### src/rtl/psum_accumulator.sv
// Channel accumulator for 3x3 partial sums: sums N per-channel terms, requantizes
// (round, shift, optional ReLU, saturate) and queues results in a 2-entry output FIFO.
module psum_accumulator #(
  parameter int PSUM_W = 32,
  parameter int CNT_W  = 8,
  parameter int OUT_W  = 8
) (
  input  logic                    clk,
  input  logic                    rst_n,
  input  logic                    psum_vld,
  input  logic [PSUM_W-1:0]       psum_3x3,
  output logic                    acc_stall,
  input  logic                    acc_clr,
  input  logic [CNT_W-1:0]        cfg_ch_num,
  input  logic [4:0]              cfg_shift,
  input  logic                    cfg_relu_en,
  output logic                    out_vld,
  input  logic                    out_ready,
  output logic signed [OUT_W-1:0] out_data,
  output logic                    busy
);

  // Handshake: a result transfers on a rising edge where out_vld && out_ready;
  // out_data holds steady while out_vld && !out_ready. Upstream advances only when
  // acc_stall is low, so a term is taken when psum_vld && !acc_stall && !acc_clr.

  typedef enum logic {
    S_IDLE  = 1'b0,
    S_ACCUM = 1'b1
  } state_t;

  localparam logic signed [PSUM_W:0] MAX_V = (PSUM_W+1)'((1 << (OUT_W-1)) - 1);
  localparam logic signed [PSUM_W:0] MIN_V = ~MAX_V;

  state_t state_q, state_d;

  logic [PSUM_W-1:0] acc_q;
  logic [CNT_W-1:0]  cnt_q;
  logic [CNT_W-1:0]  n_q;
  logic [4:0]        shift_q;
  logic              relu_q;

  logic              accept;
  logic              last_term;
  logic              complete;
  logic [CNT_W-1:0]  n_in;
  logic [PSUM_W-1:0] sum;
  logic [4:0]        shift_eff;
  logic              relu_eff;

  logic signed [PSUM_W:0] sum_ext;
  logic signed [PSUM_W:0] bias;
  logic signed [PSUM_W:0] rnd;
  logic signed [PSUM_W:0] shifted;
  logic signed [PSUM_W:0] relu_v;
  logic signed [PSUM_W:0] clamped;
  logic [OUT_W-1:0]       quant;

  logic [OUT_W-1:0] fifo_mem [2];
  logic             wr_ptr;
  logic             rd_ptr;
  logic [1:0]       count;
  logic             push;
  logic             pop;

  assign n_in     = (cfg_ch_num == '0) ? CNT_W'(1) : cfg_ch_num;
  assign accept   = psum_vld && !acc_stall && !acc_clr;
  assign last_term = (state_q == S_IDLE) ? (n_in == CNT_W'(1))
                                         : (cnt_q == n_q - CNT_W'(1));
  assign complete = accept && last_term;

  // The first term of a pixel uses the live config, since it is latched that same cycle.
  assign sum       = (state_q == S_IDLE) ? psum_3x3 : acc_q + psum_3x3;
  assign shift_eff = (state_q == S_IDLE) ? cfg_shift : shift_q;
  assign relu_eff  = (state_q == S_IDLE) ? cfg_relu_en : relu_q;

  // One extra bit keeps the rounding bias from overflowing.
  assign sum_ext = {sum[PSUM_W-1], sum};
  assign bias    = ({{PSUM_W{1'b0}}, 1'b1} << shift_eff) >>> 1;
  assign rnd     = sum_ext + bias;
  assign shifted = rnd >>> shift_eff;
  assign relu_v  = (relu_eff && shifted[PSUM_W]) ? '0 : shifted;

  always_comb begin
    clamped = relu_v;
    if (relu_v > MAX_V) begin
      clamped = MAX_V;
    end else if (relu_v < MIN_V) begin
      clamped = MIN_V;
    end
  end

  assign quant = clamped[OUT_W-1:0];

  always_ff @(posedge clk or negedge rst_n) begin
    if (!rst_n) begin
      state_q <= S_IDLE;
    end else begin
      state_q <= state_d;
    end
  end

  always_comb begin
    state_d = state_q;
    if (acc_clr) begin
      state_d = S_IDLE;
    end else if (accept) begin
      state_d = last_term ? S_IDLE : S_ACCUM;
    end
  end

  always_comb begin
    busy = (state_q == S_ACCUM);
  end

  always_ff @(posedge clk or negedge rst_n) begin
    if (!rst_n) begin
      acc_q   <= '0;
      cnt_q   <= '0;
      n_q     <= '0;
      shift_q <= '0;
      relu_q  <= 1'b0;
    end else if (acc_clr) begin
      acc_q <= '0;
      cnt_q <= '0;
    end else if (accept) begin
      acc_q <= sum;
      if (state_q == S_IDLE) begin
        n_q     <= n_in;
        shift_q <= cfg_shift;
        relu_q  <= cfg_relu_en;
      end
      if (complete) begin
        cnt_q <= '0;
      end else if (state_q == S_IDLE) begin
        cnt_q <= CNT_W'(1);
      end else begin
        cnt_q <= cnt_q + CNT_W'(1);
      end
    end
  end

  // A push can never meet a full FIFO: terms are only accepted while count < 2.
  assign push = complete;
  assign pop  = out_vld && out_ready;

  always_ff @(posedge clk or negedge rst_n) begin
    if (!rst_n) begin
      for (int i = 0; i < 2; i++) begin
        fifo_mem[i] <= '0;
      end
      wr_ptr <= 1'b0;
      rd_ptr <= 1'b0;
      count  <= 2'd0;
    end else begin
      if (push) begin
        fifo_mem[wr_ptr] <= quant;
        wr_ptr           <= ~wr_ptr;
      end
      if (pop) begin
        rd_ptr <= ~rd_ptr;
      end
      case ({push, pop})
        2'b10:   count <= count + 2'd1;
        2'b01:   count <= count - 2'd1;
        default: count <= count;
      endcase
    end
  end

  assign out_vld   = (count != 2'd0);
  assign out_data  = out_vld ? fifo_mem[rd_ptr] : '0;
  assign acc_stall = (count == 2'd2);

endmodule

### config.mk
export PLATFORM = sky130hd
export DESIGN_NAME = psum_accumulator
export DESIGN_NICKNAME = d
export VERILOG_FILES = /design/src/rtl/psum_accumulator.sv
export SDC_FILE = /design/constraint.sdc
export NUM_CORES = 1
export LEC_CHECK = 0
export BUFFER_PORTS_ARGS = -buffer_cell sky130_fd_sc_hd__buf_2
export CAP_MARGIN = 15
export CELL_PAD_IN_SITES_DETAIL_PLACEMENT = 2
export CELL_PAD_IN_SITES_GLOBAL_PLACEMENT = 2
export CORE_MARGIN = 8
export CORE_UTILIZATION = 38
export CTS_CLUSTER_DIAMETER = 60
export DETAILED_ROUTE_END_ITERATION = 8
export GPL_TIMING_DRIVEN = 0
export PLACE_DENSITY = 0.85
export SLEW_MARGIN = 20
export SYNTH_ARGS = -nofsm -noshare
export SYNTH_HDL_FRONTEND = slang
export SYNTH_SLANG_ARGS = --single-unit
export TNS_END_PERCENT = 30
### constraint.sdc
create_clock -name clk -period 8.2 [get_ports clk]
set_input_delay 0.82 -clock clk [delete_from_list [all_inputs] [get_ports clk]]
set_output_delay 0.82 -clock clk [all_outputs]
set_load 0.02 [all_outputs]
==> out/results.tsv, run 1 <==
metric	value	unit
clk_lat worst skew	0.36	ns
deepest clock path buffer count	2	
EDFF count, synth	0	
CTS tree	built	
Max Transition Viols Final	0	
Root Driver	clkbuf_16	
FF/Latch Area	1880	µm²
share of synthesized registers carrying an async set or reset	100	%
dpl cells	1680	
TritonCTS Buffers	9	
synth top area cells	dfrtp_1 (19%), ha_1 (8.2%), nor2_1 (5.7%)	
final cell count without fillers	1700	
FF-to-FF path depth	26	
minimum clock period	7.97	ns
DP Area	10700	µm²
vias in the first global route	12000	
Clock Pin Slew Worst Setup and Hold Paths	0.07	ns
Leak	4.85	nW
most frequent cells in the layout	nor2_1 (147), nand2_1 (119), a21oi_1 (103)	
share of cells above drive strength 1	16.3	%
# clock sinks	75	
reg2reg setup slack	0.38	ns
cell row count	59	
mapped cell area	9920	µm²
Ys Warns	0	
area added between synthesis and finish	12.8	%
total grt overflow	0	
DR DRC count	0	
CP most frequent cell	o21bai_1	
commonest non-fill, non-tap cell in the layout	nor2_1	
largest net degree at the start of global routing	45	
Worst Path Max Fanout	7	
H-Tree Depth	3	
Post-CTS Hold Buffers	0	
routed via count	11200	
Max rail drop VDD	0.125	mV
DRT Pass-1 Iters	5	
critical path type	input port to flop	
Max Cap Viol	0	
startpoint types	input port	
Worst EP arrival	8.25	ns
port bufs	61	
GPL Wtd Cong	0.929	
Yosys reg bits	75	
DIE HEIGHT	178	µm
Nets	1478	
Crit. End Element	flop	
initial antenna violation count	1	
unrepaired setup endpoints after global routing	yes	
area of the multi-input gates	7840	µm²
Routed wire per std cell	26.4	µm
post-synthesis cell type count	92	
1st-iter DRT viols	849	
Die Wd	178	µm
worst r2r src	busy	
fin crit share	97.2	%
Core ar.	25800	µm²
Setup crit start	psum_3x3[1]	
pwr dens	315	nW/µm²
Syn Area/Cell	7.73	µm²
Slowest cell on crit path	a2111oi_0	
setup ws final	0.227	ns
n_diodes	0	
Yosys top cell by area	dfrtp_1	
Least-Margin Pin Slew	1.07	ns
Initial Utilization	38.4	%
Design Area, Final	11200	µm²
post-DP HPWL	35000	µm
Die Area	31500	µm²
fillers	2990	
Final Setup Violations	0	
final wirelength	44900	µm
CP Data Required Time	8.48	ns
Seq/Total Area, Yosys	18.9	%
GRT Util Overall	27.6	%
first-pass GRT wire length	69300	µm
Min Hold Slack	0.406	ns
Critical R2R Capture	fifo_mem[14]	
CP max stage delay	0.78	ns
fin util	43.3	%
Hold Vio Cnt, Final	0	
Rel. slew slack	26.9	%
Peak Freq	125	MHz
Top Ports	62	
Synth Net Count	1401	
Worst Hold Class	input port to async pin	
Post-Syn Instances	1283	
ys flop type	dfrtp_1	
via density per instance	6.58	
pre-CTS setup slack	-0.827	ns
final setup skew	0.00985	ns
Synth top area share	18.9	%
Post-DRT Antenna Nets	0	
outcome	finished, final reports clean	
[routing by layer]
layer,share of wire [%],global-route usage [%],up-vias
li1,-,-,5012
met1,42,33.8,5706
met2,50,49.7,352
met3,5.0,3.38,108
met4,3.2,8.51,2
met5,0.029,0,-
[state kept, by name (all words and copies together) (netlist names)]
name	cells
n_q	8
rd_ptr	1
shift_q	5
relu_q	1
count	2
fifo_mem	16
wr_ptr	1
cnt_q	8
acc_q	32
busy	1
[critical path: cells and delay by family]
kind            cells  cell delay, ns
xor+xnor            1            0.17
simple gates        5            1.08
fa+ha+maj           2            0.64
compound gates     19            5.21
buf+inv             2            0.32
[what timing repair did]
action,in CTS,in global routing
resized for setup,11,40
pin swaps,3,7
setup buffers,3,5
endpoints found under the setup margin,14,14
endpoints found under the hold margin,0,0
[cells by family after synthesis]
logic type                 share of synthesized area [%]
AOI/OAI and AO/OA                                   31.6
xor gates and xnor gates                            6.08
adders and majority gates                           8.60
buffers and inverters                               3.87
DFF                                                 18.9
muxes                                               9.02
and+or+nand+nor                                     21.9
[final cells by class]
| cell class | instances | share of cell area [%] |
|---|---|---|
| multi-input combinational | 1114 | 70.0 |
| sequential | 75 | 16.8 |
| tap | 335 | 3.75 |
| timing repair buffer | 70 | 3.53 |
| buffer | 64 | 2.51 |
| clock buffer | 9 | 2.01 |
| inverter | 26 | 0.872 |
| clock inverter | 7 | 0.514 |
[synthesized netlist by cell type (all sizes together), types with 13 or more instances]
cell type	count
and2	13
clkbuf	43
a22o	31
nor2	150
mux2i	32
o211ai	22
xnor2	42
and3	17
nand2	119
mux2	47
nor3	39
buf	25
nand3	33
a21oi	115
o21ai	74
nand4	15
a211oi	31
a31oi	21
a21o	31
inv	26
ha	65
dfrtp	75
xor2	26
[where the power goes]
group	total [W]	internal (W)	leakage, nW	switching [W]
clock	0.000409	0.000211	0.135	0.000198
combinational	0.00256	0.000886	3.72	0.00168
sequential	0.000546	0.000463	0.993	0.0000836
[worst max path at each step]
stage                               to  slack, ns
after floorplan           fifo_mem[14]       1.05
after global routing      fifo_mem[14]      -0.06
after global placement    fifo_mem[12]      -0.50
final                      fifo_mem[6]       0.23
after detailed placement  fifo_mem[12]      -0.83
after CTS                 fifo_mem[11]       0.02
[stage by stage]
stage / power, W / setup TNS, ns
2_1_floorplan: 0.00221 / 0
3_3_place_gp: 0.00285 / -6.49
3_5_place_dp: 0.00297 / -10.73
4_1_cts: 0.00341 / 0
5_1_grt: 0.00372 / -0.361
6_report: 0.00352 / 0
Power figures use the tool's default switching activity.
==> inputs of run 2 (changes only) <==
CORE_UTILIZATION = 41   (was 38)
PLACE_DENSITY = 0.91   (was 0.85)
clock period = 10.3 ns   (was 8.2 ns; I/O delays follow)
==> out/results.tsv, run 2 (synthesized netlist as in run 1, its figures left out) <==
metric	value	unit
outcome	finished, final reports clean	
GRT Util Overall	32.9	%
reg2reg setup slack	1.15	ns
Worst Hold Class	flop to flop	
area of the multi-input gates	7660	µm²
CTS tree	built	
total grt overflow	0	
final setup skew	0.0286	ns
startpoint types	flop	
startpoint of the worst hold path	acc_q[0]	
Max rail drop VDD	0.100	mV
Detail Route met2 WL	23900	µm
routed via count	11600	
post-DP HPWL	37500	µm
GPL Wtd Cong	0.953	
dpl cells	1669	
DR top layer	met4	
hold path depth	1	
Post-CTS Hold Buffers	0	
CP Data Required Time	10.51	ns
Worst EP arrival	9.36	ns
Initial Utilization	41.3	%
via density per instance	6.86	
1st-iter DRT viols	1031	
area added between synthesis and finish	10.2	%
most frequent cells in the layout	nor2_1 (150), nand2_1 (119), a21oi_1 (110)	
pwr dens	260	nW/µm²
fillers	2823	
Top Ports	62	
final wirelength	48500	µm
Worst Hold Path EP	acc_q[0]	
DIE HEIGHT	172	µm
number of setup buffers added after CTS	0	
share of cells above drive strength 1	12.9	%
Crit. End Element	flop	
H-Tree Depth	3	
final cell count without fillers	1685	
worst r2r src	busy	
max reg flops	32	
Root Driver	clkbuf_16	
Max Cap Viol	0	
FF-to-FF path depth	25	
first-pass GRT wire length	75300	µm
unrepaired setup endpoints after global routing	no	
Max Transition Viols Final	0	
FF/Latch Area	1880	µm²
cell row count	57	
port bufs	61	
critical path type	flop to flop	
minimum clock period	9.15	ns
n_diodes	0	
Nets	1474	
Core ar.	24000	µm²
vias in the first global route	12900	
Critical R2R Capture	fifo_mem[14]	
clk_lat worst skew	0.38	ns
Final Setup Violations	0	
Rel. slew slack	23.6	%
Die Area	29400	µm²
Setup crit start	busy	
Fin Setup TNS	0	ns
DR DRC count	0	
WL met3	3240	µm
Post-DRT Antenna Nets	0	
Hold Vio Cnt, Final	0	
DRT Pass-1 Iters	7	
Peak Freq	109	MHz
initial antenna violation count	1	
# clock sinks	75	
post-CTS sizing	0	
commonest non-fill, non-tap cell in the layout	nor2_1	
Least-Margin Pin Slew	1.11	ns
TritonCTS Buffers	9	
Worst Path Max Fanout	10	
largest net degree at the start of global routing	39	
Largest regs	acc_q x32, fifo_mem x16	
Clock Pin Slew Worst Setup and Hold Paths	0.08	ns
Die Wd	172	µm
Biggest register	acc_q	
fin crit share	88.8	%
Routed wire per std cell	28.8	µm
deepest clock path buffer count	2	
Leak	4.72	nW
M1 WL	18800	µm
## run 2: cell count changes in the layout (fill, tap and decap cells not counted), sizes merged
cell	previous run	this run
buf	91	87
inv	30	27
clkinvlp	2	3
clkbuf	52	54
## run 2: power by group
group | switching (W) | internal [W]
clock | 0.000160 | 0.000171
sequential | 0.0000786 | 0.000368
combinational | 0.00138 | 0.000685
## run 2: cell type report
class / count / area share [%]
plain buffers: 68 / 2.62
clock buffers: 11 / 2.22
clock inverters: 5 / 0.332
inverters: 26 / 0.893
multi-input cells: 1114 / 70.1
flip-flops and latches: 75 / 17.2
well taps: 324 / 3.71
repair buffers: 62 / 3.00
## run 2: per-stage QoR
step           setup slack (ns)  total power (W)  instance area [µm²]  util, %  hold WS (ns)
5_1_grt                   0.702          0.00296                10900     45.5         0.527
6_report                   1.15          0.00284                10900     45.5         0.514
4_1_cts                    1.28          0.00276                10900     45.5         0.513
2_1_floorplan              2.94          0.00176                 9920        -         0.465
3_5_place_dp               1.10          0.00240                10700     44.3         0.491
3_3_place_gp               1.49          0.00225                10600     44.2         0.479
## run 2: worst max-delay path, stage by stage (launching register included)
cell and delay, ns:
dfrtp_1 0.38, buf_2 0.28, buf_1 0.59, mux2i_1 0.68, clkbuf_1 0.56, clkbuf_1 0.44
buf_1 0.53, nand2_1 0.44, nor2_1 0.28, ha_1 0.30, buf_2 0.21, a21oi_1 0.23
o21ai_1 0.20, or2_2 0.38, nor3_1 0.23, or2_1 0.23, o311ai_1 0.24, nor2_1 0.44
clkbuf_1 0.46, nand2_1 0.28, o21ai_0 0.16, a211oi_1 0.09, nor4_1 0.37, a31oi_1 0.29
nor4_4 0.52, a21oi_1 0.17
## run 2: how the worst max path moves through the flow
| stage | to | slack [ns] | cells after the start |
|---|---|---|---|
| 3_5_place_dp | fifo_mem[13] | 1.10 | 30 |
| 4_1_cts | fifo_mem[13] | 1.28 | 30 |
| 3_3_place_gp | fifo_mem[12] | 1.49 | 30 |
| 6_report | fifo_mem[14] | 1.15 | 25 |
| 5_1_grt | fifo_mem[14] | 0.70 | 30 |
| 2_1_floorplan | fifo_mem[14] | 2.94 | 28 |
## run 2: per-layer routing
metal  track usage, %  up-vias
li1                 -     4995
met1             37.2     5783
met2             58.3      580
met3             5.92      207
met4             17.4        0
met5                0        -
